==> config.mk <==
export PLATFORM = sky130hd
export DESIGN_NAME = valid_delay_line
export DESIGN_NICKNAME = d
export VERILOG_FILES = /design/src/rtl/valid_delay_line.sv
export SDC_FILE = /design/constraint.sdc
export NUM_CORES = 1
export LEC_CHECK = 0
export CORE_AREA = 2 2 55 57
export DETAILED_ROUTE_END_ITERATION = 16
export DIE_AREA = 0 0 57 59
export PLACE_DENSITY = 0.8
export SETUP_SLACK_MARGIN = 0.15
export SLEW_MARGIN = 20
export SYNTH_ARGS = -nofsm -noshare
export SYNTH_HDL_FRONTEND = slang
export SYNTH_SLANG_ARGS = --single-unit
export TNS_END_PERCENT = 20
==> constraint.sdc <==
create_clock -name clk -period 2.63 [get_ports clk]
set_clock_uncertainty 0.1 [all_clocks]
set_input_delay 0.263 -clock clk [delete_from_list [all_inputs] [get_ports clk]]
set_output_delay 0.263 -clock clk [all_outputs]
set_load 0.01 [all_outputs]
==> src/rtl/valid_delay_line.sv <==
// DEPTH-stage register pipeline carrying a valid bit alongside WIDTH-bit data.
// Supports global stall, bubble-clearing flush, and a live occupancy count.
module valid_delay_line #(
  parameter int                 WIDTH       = 8,
  parameter int                 DEPTH       = 4,
  parameter logic [WIDTH-1:0]   RESET_VALUE = '0
) (
  input  logic                       clk,
  input  logic                       reset,
  input  logic                       enable,
  input  logic                       flush,
  input  logic [WIDTH-1:0]           in,
  input  logic                       in_valid,
  output logic [WIDTH-1:0]           out,
  output logic                       out_valid,
  output logic [$clog2(DEPTH+1)-1:0] occupancy
);

  localparam int OCC_W = $clog2(DEPTH + 1);

  logic [WIDTH-1:0] data_reg [DEPTH];
  logic [DEPTH-1:0] valid_reg;
  logic [WIDTH-1:0] data_next [DEPTH];
  logic [DEPTH-1:0] valid_next;

  generate
    for (genvar gi = 0; gi < DEPTH; gi++) begin : g_stage
      if (gi == 0) begin : g_head
        assign data_next[gi]  = in;
        assign valid_next[gi] = in_valid;
      end else begin : g_body
        assign data_next[gi]  = data_reg[gi-1];
        assign valid_next[gi] = valid_reg[gi-1];
      end

      // Flush clears only the valid bits; data is left in place as don't-care.
      always_ff @(posedge clk) begin
        if (reset) begin
          data_reg[gi]  <= RESET_VALUE;
          valid_reg[gi] <= 1'b0;
        end else if (flush) begin
          valid_reg[gi] <= 1'b0;
        end else if (enable) begin
          data_reg[gi]  <= data_next[gi];
          valid_reg[gi] <= valid_next[gi];
        end
      end
    end
  endgenerate

  // Occupancy depends only on registered valid bits, so no input reaches it combinationally.
  always_comb begin
    occupancy = '0;
    for (int i = 0; i < DEPTH; i++) begin
      occupancy = occupancy + OCC_W'(valid_reg[i]);
    end
  end

  assign out       = data_reg[DEPTH-1];
  assign out_valid = valid_reg[DEPTH-1];

endmodule

==> impl_results.html, run 1 <==
<table>
<tr><th>Metric</th><th>Value</th></tr>
<tr><th colspan="2">Status</th></tr>
<tr><td>Status</td><td>finished clean</td></tr>
<tr><th colspan="2">Setup path</th></tr>
<tr><td>Cell breakdown of the critical path</td><td>inv_1 -&gt; fa_1 -&gt; inv_1 -&gt; ha_1 -&gt; clkdlybuf4s50_1</td></tr>
<tr><td>Worst endpoint data arrival time</td><td>2110 ps</td></tr>
<tr><td>Worst path most repeated cell</td><td>sky130_fd_sc_hd__inv_1</td></tr>
<tr><td>Endpoint of the worst-slack reg-to-reg timing path</td><td>data_reg[3][2]$_SDFFCE_PN0P_</td></tr>
<tr><td>R2R cell count</td><td>1</td></tr>
<tr><td>Crit path kind</td><td>reg -&gt; out</td></tr>
<tr><td>Worst setup SP type</td><td>flop</td></tr>
<tr><td>WP data required</td><td>2270 ps</td></tr>
<tr><td>CP max stage delay</td><td>530 ps</td></tr>
<tr><td>Category of the worst setup path capture point</td><td>primary output</td></tr>
<tr><td>Reg2reg setup slack</td><td>1710 ps</td></tr>
<tr><td>Largest fanout on the critical path</td><td>3</td></tr>
<tr><td>Cell with the largest stage delay on the worst path</td><td>sky130_fd_sc_hd__fa_1</td></tr>
<tr><td>Startpoint of the lowest-slack register-to-register path</td><td>data_reg[2][2]$_SDFFCE_PN0P_</td></tr>
<tr><th colspan="2">Power and ir drop</th></tr>
<tr><td>Static leakage</td><td>0.713 nW</td></tr>
<tr><td>Maximum VDD drop</td><td>0.000468 V</td></tr>
<tr><td>Power density over the cells</td><td>568 mW/mm²</td></tr>
<tr><th colspan="2">Min path</th></tr>
<tr><td>Hold endpoint</td><td>data_reg[2][0]$_SDFFCE_PN0P_</td></tr>
<tr><td>Worst min path class</td><td>reg -&gt; reg</td></tr>
<tr><td>Number of cells on the worst hold path</td><td>1</td></tr>
<tr><td>Hold path startpoint</td><td>data_reg[1][0]$_SDFFCE_PN0P_</td></tr>
<tr><th colspan="2">Routing</th></tr>
<tr><td>Via-to-Cell Ratio</td><td>4.95</td></tr>
<tr><td>Total number of vias</td><td>748</td></tr>
<tr><td>ANT nets after route</td><td>0</td></tr>
<tr><td>Overall routed net length</td><td>1890 µm</td></tr>
<tr><td>Drt initial violations</td><td>11</td></tr>
<tr><td>Number of detailed-routing iterations run before antenna repair</td><td>3</td></tr>
<tr><td>Routed wirelength normalized by instance count</td><td>12.5 µm</td></tr>
<tr><td>Remaining design rule violation count</td><td>0</td></tr>
<tr><th colspan="2">Placed design</th></tr>
<tr><td>Port bufs</td><td>24</td></tr>
<tr><td>Placed instance area</td><td>0.00171 mm²</td></tr>
<tr><td>HPWL Detailed</td><td>1250 µm</td></tr>
<tr><td>Global placement routability congestion</td><td>0.744</td></tr>
<tr><th colspan="2">Global routing</th></tr>
<tr><td>Overflow after GRT</td><td>0</td></tr>
<tr><td>Antenna violations before repair</td><td>0</td></tr>
<tr><td>Via count of the first global-routing pass</td><td>760</td></tr>
<tr><td>Global-route wire length before repair</td><td>3140 µm</td></tr>
<tr><td>GRT Util Overall</td><td>13.1%</td></tr>
<tr><td>Pin count of the biggest net entering global routing</td><td>33</td></tr>
<tr><th colspan="2">Final layout</th></tr>
<tr><td>Net count of the finished layout</td><td>135</td></tr>
<tr><td>Non-Filler Cell Area, Final</td><td>0.00176 mm²</td></tr>
<tr><td>Share of layout cells above drive strength 1</td><td>25.0%</td></tr>
<tr><td>Synth-to-Final Area Change</td><td>21.5%</td></tr>
<tr><td>Antenna diode count</td><td>0</td></tr>
<tr><td>Number of flip-flops in the largest register</td><td>32</td></tr>
<tr><th colspan="2">Die</th></tr>
<tr><td>Area of the die</td><td>0.00336 mm²</td></tr>
<tr><td>Die outline height</td><td>59 µm</td></tr>
<tr><td>Initial core utilization</td><td>53.5%</td></tr>
<tr><td>Std-Cell Rows</td><td>19</td></tr>
<tr><td>Die Width</td><td>57 µm</td></tr>
<tr><td>Core area</td><td>0.00271 mm²</td></tr>
<tr><td>Boundary Pins</td><td>25</td></tr>
<tr><th colspan="2">Yosys</th></tr>
<tr><td>Share of synthesized area occupied by flip-flops and latches</td><td>71.8%</td></tr>
<tr><td>Number of synthesized register bits</td><td>36</td></tr>
<tr><td>Avg Cell Area, Syn</td><td>15.9 µm²</td></tr>
<tr><td>Count of cell types in the netlist</td><td>13</td></tr>
<tr><td>Total standard cell area after synthesis</td><td>0.00145 mm²</td></tr>
<tr><td>Total nets after synthesis</td><td>107</td></tr>
<tr><td>Cells after Synth</td><td>91</td></tr>
<tr><td>Number of synthesis warnings</td><td>0</td></tr>
<tr><th colspan="2">STA</th></tr>
<tr><td>Count of pins over their slew limit</td><td>0</td></tr>
<tr><td>Setup_tns</td><td>0 ps</td></tr>
<tr><td>Least-Margin Pin Slew</td><td>811 ps</td></tr>
<tr><td>Hold Violations, Final</td><td>0</td></tr>
<tr><td>Maximum clock frequency</td><td>0.405 GHz</td></tr>
<tr><td>Unrepaired setup endpoints after global routing</td><td>true</td></tr>
<tr><td>Setup-failing EPs final</td><td>0</td></tr>
<tr><td>Final period utilization</td><td>94.0%</td></tr>
<tr><td>Final critical-path required period</td><td>2470 ps</td></tr>
<tr><td>Headroom to the max-slew limit</td><td>45.9%</td></tr>
<tr><th colspan="2">Clock network</th></tr>
<tr><td>Worst-path clk slew</td><td>100 ps</td></tr>
<tr><td>Maximum buffer depth of the clock tree</td><td>2</td></tr>
<tr><td># Post-CTS Setup Buffers</td><td>0</td></tr>
<tr><td>TritonCTS Buffers</td><td>5</td></tr>
<tr><td>Clock sink count</td><td>36</td></tr>
<tr><td>TritonCTS clock tree</td><td>yes</td></tr>
<tr><td>Total of hold buffers inserted after clock tree synthesis</td><td>0</td></tr>
<tr><td>CTS H-Tree Depth</td><td>2</td></tr>
<tr><td>Later-pin clock latency in the skew report</td><td>320 ps</td></tr>
<tr><td>CTS Root Buffer Type</td><td>sky130_fd_sc_hd__clkbuf_4</td></tr>
<tr><th colspan="2">Run</th></tr>
<tr><td>Max-Cap Viols</td><td>0</td></tr>
</table>
-- what timing repair did --
item	CTS	global route
hold endpoints to repair	0	0
gates resized for setup	2	1
endpoints found under the setup margin	3	2
-- power by group --
part	switching, mW	internal [mW]
registers	0.00721	0.656
logic	0.0314	0.0405
clock network	0.163	0.103
total	0.201	0.799
-- cell type report --
type / instances / area [µm²]
timing repair buffer: 25 / 249
tap: 31 / 38.8
sequential: 36 / 1040
multi-input combinational: 45 / 359
clock buffer: 7 / 45.0
inverter: 6 / 22.5
clock inverter: 1 / 3.75
fill: 202 / 950
-- worst max-delay path by stage --
stage,from,endpoint,slack [ps]
2_1_floorplan,out_valid$_SDFFE_PP0P_,occupancy[1],790
3_3_place_gp,out_valid$_SDFFE_PP0P_,occupancy[1],370
3_5_place_dp,out_valid$_SDFFE_PP0P_,occupancy[1],300
4_1_cts,out_valid$_SDFFE_PP0P_,occupancy[2],110
5_1_grt,out_valid$_SDFFE_PP0P_,occupancy[0],110
6_report,out_valid$_SDFFE_PP0P_,occupancy[0],160
-- layer usage --
metal	vias to the layer above	share of wire, %	global-route usage (%)
li1	368	-	-
met5	-	0	0
met3	11	6.0	4.80
met1	340	36	10.9
met4	0	4.0	11.0
met2	29	54	24.3
-- cell usage after synthesis (all sizes together) --
library cell	count	area share (%)
fa	1	1.4
nor3b	1	1.3
mux2i	4	2.8
inv	6	1.6
dfxtp	4	5.5
clkbuf	3	1.0
edfxtp	32	66
ha	2	1.7
a21o	1	0.60
nor3	4	1.4
and2	32	16
buf	1	0.78
-- critical path: cells and delay by family, from the launching register on --
family	cells	cell delay [ps]
buf+inv	3	630
flops	1	360
fa+ha+maj	2	790
-- cell usage in the layout, fill, tap and decap left out --
cell type and count:
sky130_fd_sc_hd__dfxtp_2 1, sky130_fd_sc_hd__fa_1 1, sky130_fd_sc_hd__and2_1 11, sky130_fd_sc_hd__dlygate4sd2_1 1, sky130_fd_sc_hd__clkinv_1 1, sky130_fd_sc_hd__clkbuf_1 2, sky130_fd_sc_hd__nor3b_4 1, sky130_fd_sc_hd__mux2i_1 4
sky130_fd_sc_hd__edfxtp_1 32, sky130_fd_sc_hd__inv_1 6, sky130_fd_sc_hd__nor3_1 4, sky130_fd_sc_hd__a21o_2 1, sky130_fd_sc_hd__clkbuf_4 5, sky130_fd_sc_hd__and2_2 21, sky130_fd_sc_hd__dlymetal6s2s_1 1, sky130_fd_sc_hd__buf_4 1
sky130_fd_sc_hd__clkdlybuf4s50_1 22, sky130_fd_sc_hd__dfxtp_1 3, sky130_fd_sc_hd__ha_1 2
-- metrics by stage --
stage | total power [mW] | hold WS (ps) | util, % | setup WS, ps | cells
floorplan | 0.708 | 240 | - | 791 | 91
global placement | 0.745 | 400 | 63.1 | 372 | 143
detailed placement | 0.750 | 404 | 63.1 | 296 | 143
CTS | 1.01 | 430 | 64.9 | 112 | 151
global route | 1.04 | 451 | 65.0 | 111 | 151
finish | 1.00 | 422 | 65.0 | 158 | 151
-- logic make-up after synthesis --
family | share of synthesized area [%]
compound gates | 0.605
fa+ha+maj | 3.11
buf+inv | 3.37
flops | 71.8
mux | 2.76
simple gates | 18.3
No activity file was read; power rests on OpenSTA's default activity.
==> run 2, diff against run 1 <==
--- a/config.mk
+++ b/config.mk
@@ -6,8 +6,8 @@
 export NUM_CORES = 1
 export LEC_CHECK = 0
-export CORE_AREA = 2 2 55 57
+export CORE_AREA = 2 2 64 66
 export DETAILED_ROUTE_END_ITERATION = 16
-export DIE_AREA = 0 0 57 59
-export PLACE_DENSITY = 0.8
+export DIE_AREA = 0 0 66 68
+export PLACE_DENSITY = 0.62
 export SETUP_SLACK_MARGIN = 0.15
 export SLEW_MARGIN = 20
==> constraint.sdc (replaced) <==
create_clock -name clk -period 2.63 [get_ports clk]
set_clock_uncertainty 0.1 [all_clocks]
set_input_delay 0.789 -clock clk [delete_from_list [all_inputs] [get_ports clk]]
set_output_delay 0.789 -clock clk [all_outputs]
set_load 0.01 [all_outputs]
==> impl_results.html, run 2 (synthesis results as in run 1) <==
<table>
<tr><th>Metric</th><th>Value</th></tr>
<tr><th colspan="2">Status</th></tr>
<tr><td>Status</td><td>finished clean</td></tr>
<tr><th colspan="2">STA</th></tr>
<tr><td>Setup-failing EPs final</td><td>0</td></tr>
<tr><td>Hold Violations, Final</td><td>0</td></tr>
<tr><td>Headroom to the max-slew limit</td><td>47.5%</td></tr>
<tr><td>Maximum clock frequency</td><td>0.381 GHz</td></tr>
<tr><td>Final critical-path required period</td><td>2620 ps</td></tr>
<tr><td>Setup_tns</td><td>0 ps</td></tr>
<tr><td>Unrepaired setup endpoints after global routing</td><td>true</td></tr>
<tr><td>Least-Margin Pin Slew</td><td>784 ps</td></tr>
<tr><td>Final period utilization</td><td>99.8%</td></tr>
<tr><td>Hold_ws</td><td>426 ps</td></tr>
<tr><td>Count of pins over their slew limit</td><td>0</td></tr>
<tr><th colspan="2">Die</th></tr>
<tr><td>Core area</td><td>0.00386 mm²</td></tr>
<tr><td>Initial core utilization</td><td>37.6%</td></tr>
<tr><td>Die outline height</td><td>68 µm</td></tr>
<tr><td>Std-Cell Rows</td><td>23</td></tr>
<tr><td>Die Width</td><td>66 µm</td></tr>
<tr><td>Boundary Pins</td><td>25</td></tr>
<tr><td>Area of the die</td><td>0.00449 mm²</td></tr>
<tr><th colspan="2">Setup path</th></tr>
<tr><td>CP max stage delay</td><td>540 ps</td></tr>
<tr><td>Reg2reg setup slack</td><td>1650 ps</td></tr>
<tr><td>Endpoint of the worst-slack reg-to-reg timing path</td><td>out_valid$_SDFFE_PP0P_</td></tr>
<tr><td>Largest fanout on the critical path</td><td>2</td></tr>
<tr><td>Cell with the largest stage delay on the worst path</td><td>sky130_fd_sc_hd__fa_1</td></tr>
<tr><td>Worst setup path end</td><td>occupancy[1]</td></tr>
<tr><td>Startpoint of the lowest-slack register-to-register path</td><td>valid_next[3]$_SDFFE_PP0P_</td></tr>
<tr><td>Cell breakdown of the critical path</td><td>inv_2 -&gt; fa_1 -&gt; inv_2 -&gt; ha_4 -&gt; ha_4 -&gt; buf_6</td></tr>
<tr><td>Category of the worst setup path capture point</td><td>primary output</td></tr>
<tr><td>Critical path launch point</td><td>valid_next[3]$_SDFFE_PP0P_</td></tr>
<tr><td>R2R cell count</td><td>4</td></tr>
<tr><td>WP data required</td><td>1740 ps</td></tr>
<tr><td>Combined buffer and inverter count along the critical path</td><td>3</td></tr>
<tr><td>Worst endpoint data arrival time</td><td>1730 ps</td></tr>
<tr><td>Worst setup SP type</td><td>flop</td></tr>
<tr><td>Number of logic stages on the critical path including buffering</td><td>6</td></tr>
<tr><td>Delay-heaviest family, CP</td><td>adder cells</td></tr>
<tr><td>Crit path kind</td><td>reg -&gt; out</td></tr>
<tr><th colspan="2">Global routing</th></tr>
<tr><td>Pin count of the biggest net entering global routing</td><td>33</td></tr>
<tr><td>Global-route wire length before repair</td><td>3010 µm</td></tr>
<tr><td>GRT Util Overall</td><td>9.59%</td></tr>
<tr><td>Antenna violations before repair</td><td>0</td></tr>
<tr><td>Via count of the first global-routing pass</td><td>658</td></tr>
<tr><td>Overflow after GRT</td><td>0</td></tr>
<tr><th colspan="2">Placed design</th></tr>
<tr><td>Placed instance area</td><td>0.00176 mm²</td></tr>
<tr><td>HPWL Detailed</td><td>1150 µm</td></tr>
<tr><td>Global placement routability congestion</td><td>0.653</td></tr>
<tr><td>Port bufs</td><td>24</td></tr>
<tr><th colspan="2">Min path</th></tr>
<tr><td>Worst min path class</td><td>reg -&gt; reg</td></tr>
<tr><th colspan="2">Final layout</th></tr>
<tr><td>Non-Filler Cell Area, Final</td><td>0.00192 mm²</td></tr>
<tr><td>Net count of the finished layout</td><td>140</td></tr>
<tr><td>Synth-to-Final Area Change</td><td>32.5%</td></tr>
<tr><td>Number of flip-flops in the largest register</td><td>32</td></tr>
<tr><td>Leading cell types in the layout, fill and taps excluded</td><td>32 x sky130_fd_sc_hd__edfxtp_1, 21 x sky130_fd_sc_hd__and2_2, 21 x sky130_fd_sc_hd__clkdlybuf4s50_1</td></tr>
<tr><td>Combined area of the multi-input logic cells</td><td>397 µm²</td></tr>
<tr><td>Share of layout cells above drive strength 1</td><td>37.6%</td></tr>
<tr><td>Most frequent standard cell in the layout excluding fill and tap cells</td><td>sky130_fd_sc_hd__edfxtp_1</td></tr>
<tr><td>Sequential cell area</td><td>0.00104 mm²</td></tr>
<tr><td>Fill count</td><td>340</td></tr>
<tr><td>Antenna diode count</td><td>0</td></tr>
<tr><th colspan="2">Power and ir drop</th></tr>
<tr><td>Maximum VDD drop</td><td>0.000403 V</td></tr>
<tr><td>Switch share</td><td>18.9%</td></tr>
<tr><td>Fraction of power consumed by the clock network</td><td>38.8%</td></tr>
<tr><td>Power share of the sequential group</td><td>54.9%</td></tr>
<tr><td>Sw Pwr</td><td>0.228 mW</td></tr>
<tr><td>Cell internal pwr</td><td>0.979 mW</td></tr>
<tr><td>Fraction of power consumed by combinational cells</td><td>6.3%</td></tr>
<tr><td>Power density over the cells</td><td>629 mW/mm²</td></tr>
<tr><td>Static leakage</td><td>0.743 nW</td></tr>
<tr><td>Total chip power</td><td>1.21 mW</td></tr>
<tr><th colspan="2">Routing</th></tr>
<tr><td>Routed wirelength normalized by instance count</td><td>11.2 µm</td></tr>
<tr><td>Overall routed net length</td><td>1960 µm</td></tr>
<tr><td>Via-to-Cell Ratio</td><td>4.26</td></tr>
<tr><td>Number of detailed-routing iterations run before antenna repair</td><td>3</td></tr>
<tr><td>Remaining design rule violation count</td><td>0</td></tr>
<tr><td>Total number of vias</td><td>746</td></tr>
<tr><td>ANT nets after route</td><td>0</td></tr>
<tr><td>Drt initial violations</td><td>18</td></tr>
<tr><th colspan="2">Clock network</th></tr>
<tr><td>Clock sink count</td><td>36</td></tr>
<tr><td>CTS H-Tree Depth</td><td>2</td></tr>
<tr><td>Later-pin clock latency in the skew report</td><td>280 ps</td></tr>
<tr><td>Maximum buffer depth of the clock tree</td><td>2</td></tr>
<tr><td>TritonCTS clock tree</td><td>yes</td></tr>
<tr><td>CTS Root Buffer Type</td><td>sky130_fd_sc_hd__clkbuf_8</td></tr>
<tr><td>Worst-path clk slew</td><td>70 ps</td></tr>
<tr><td>Total of hold buffers inserted after clock tree synthesis</td><td>0</td></tr>
<tr><td>TritonCTS Buffers</td><td>5</td></tr>
<tr><th colspan="2">Run</th></tr>
<tr><td>Max-Cap Viols</td><td>0</td></tr>
</table>
-- run 2: worst min-delay path by stage --
stage                            startpoint                            to  slack, ps  cells after the start
2_1_floorplan  data_reg[0][7]$_SDFFCE_PN0P_  data_reg[1][7]$_SDFFCE_PN0P_        400                      1
3_3_place_gp   data_reg[1][7]$_SDFFCE_PN0P_  data_reg[2][7]$_SDFFCE_PN0P_        400                      1
3_5_place_dp   data_reg[1][7]$_SDFFCE_PN0P_  data_reg[2][7]$_SDFFCE_PN0P_        410                      1
4_1_cts        data_reg[1][3]$_SDFFCE_PN0P_  data_reg[2][3]$_SDFFCE_PN0P_        430                      1
5_1_grt        data_reg[1][2]$_SDFFCE_PN0P_  data_reg[2][2]$_SDFFCE_PN0P_        440                      1
6_report       data_reg[1][3]$_SDFFCE_PN0P_  data_reg[2][3]$_SDFFCE_PN0P_        430                      1
-- run 2: metal layers --
layer  vias to the layer above  global-route usage [%]  wire length [µm]
met1                       346                    10.5               771
li1                        376                       -                 -
met3                         5                    4.44               105
met2                        19                    15.2              1040
met5                         -                       0                 0
met4                         0                    6.12                46
-- run 2: what timing repair did --
action / 4_1_cts / 5_1_grt
pin swaps: 2 / 1
setup endpoints to repair: 3 / 24
buffers inserted: 0 / 1
gates resized for setup: 22 / 1
gates cloned: 0 / 1
-- run 2: power by group through the flow --
| stage | Sequential [mW] | Combinational (mW) | Clock [mW] |
|---|---|---|---|
| 6_report | 0.663 | 0.0764 | 0.468 |
| 5_1_grt | 0.666 | 0.0841 | 0.509 |
| 4_1_cts | 0.663 | 0.0757 | 0.483 |
| 3_5_place_dp | 0.676 | 0.0744 | 0 |
| 3_3_place_gp | 0.674 | 0.0719 | 0 |
| 2_1_floorplan | 0.678 | 0.0298 | 0 |
-- run 2: per-stage QoR --
step                util [%]  std cells  setup slack, ps
floorplan                  -         91              265
global placement        45.5        165             -130
detailed placement      45.5        165             -205
CTS                     49.2        173            -20.4
global route            49.8        175            -42.7
finish                  49.8        175             6.50
-- run 2: final cells by class --
type,count,area share (%)
flip-flops and latches,36,54.4
multi-input cells,46,20.7
repair buffers,29,14.7
clock buffers,5,3.59
well taps,50,3.26
clock inverters,3,2.22
inverters,6,1.17
-- run 2: worst reg2reg max path, delay by kind of cell, from the launching register on --
kind          cells  cell delay, ps
flops             1             320
buf+inv           2             240
mux               1             130
simple gates      1              60
==> run 3, diff against run 2 <==
CTS_CLUSTER_DIAMETER = 120   (was unset)
==> results of run 3 <==
Same layout as run 2: the final DEF is identical, and so are final timing and power.
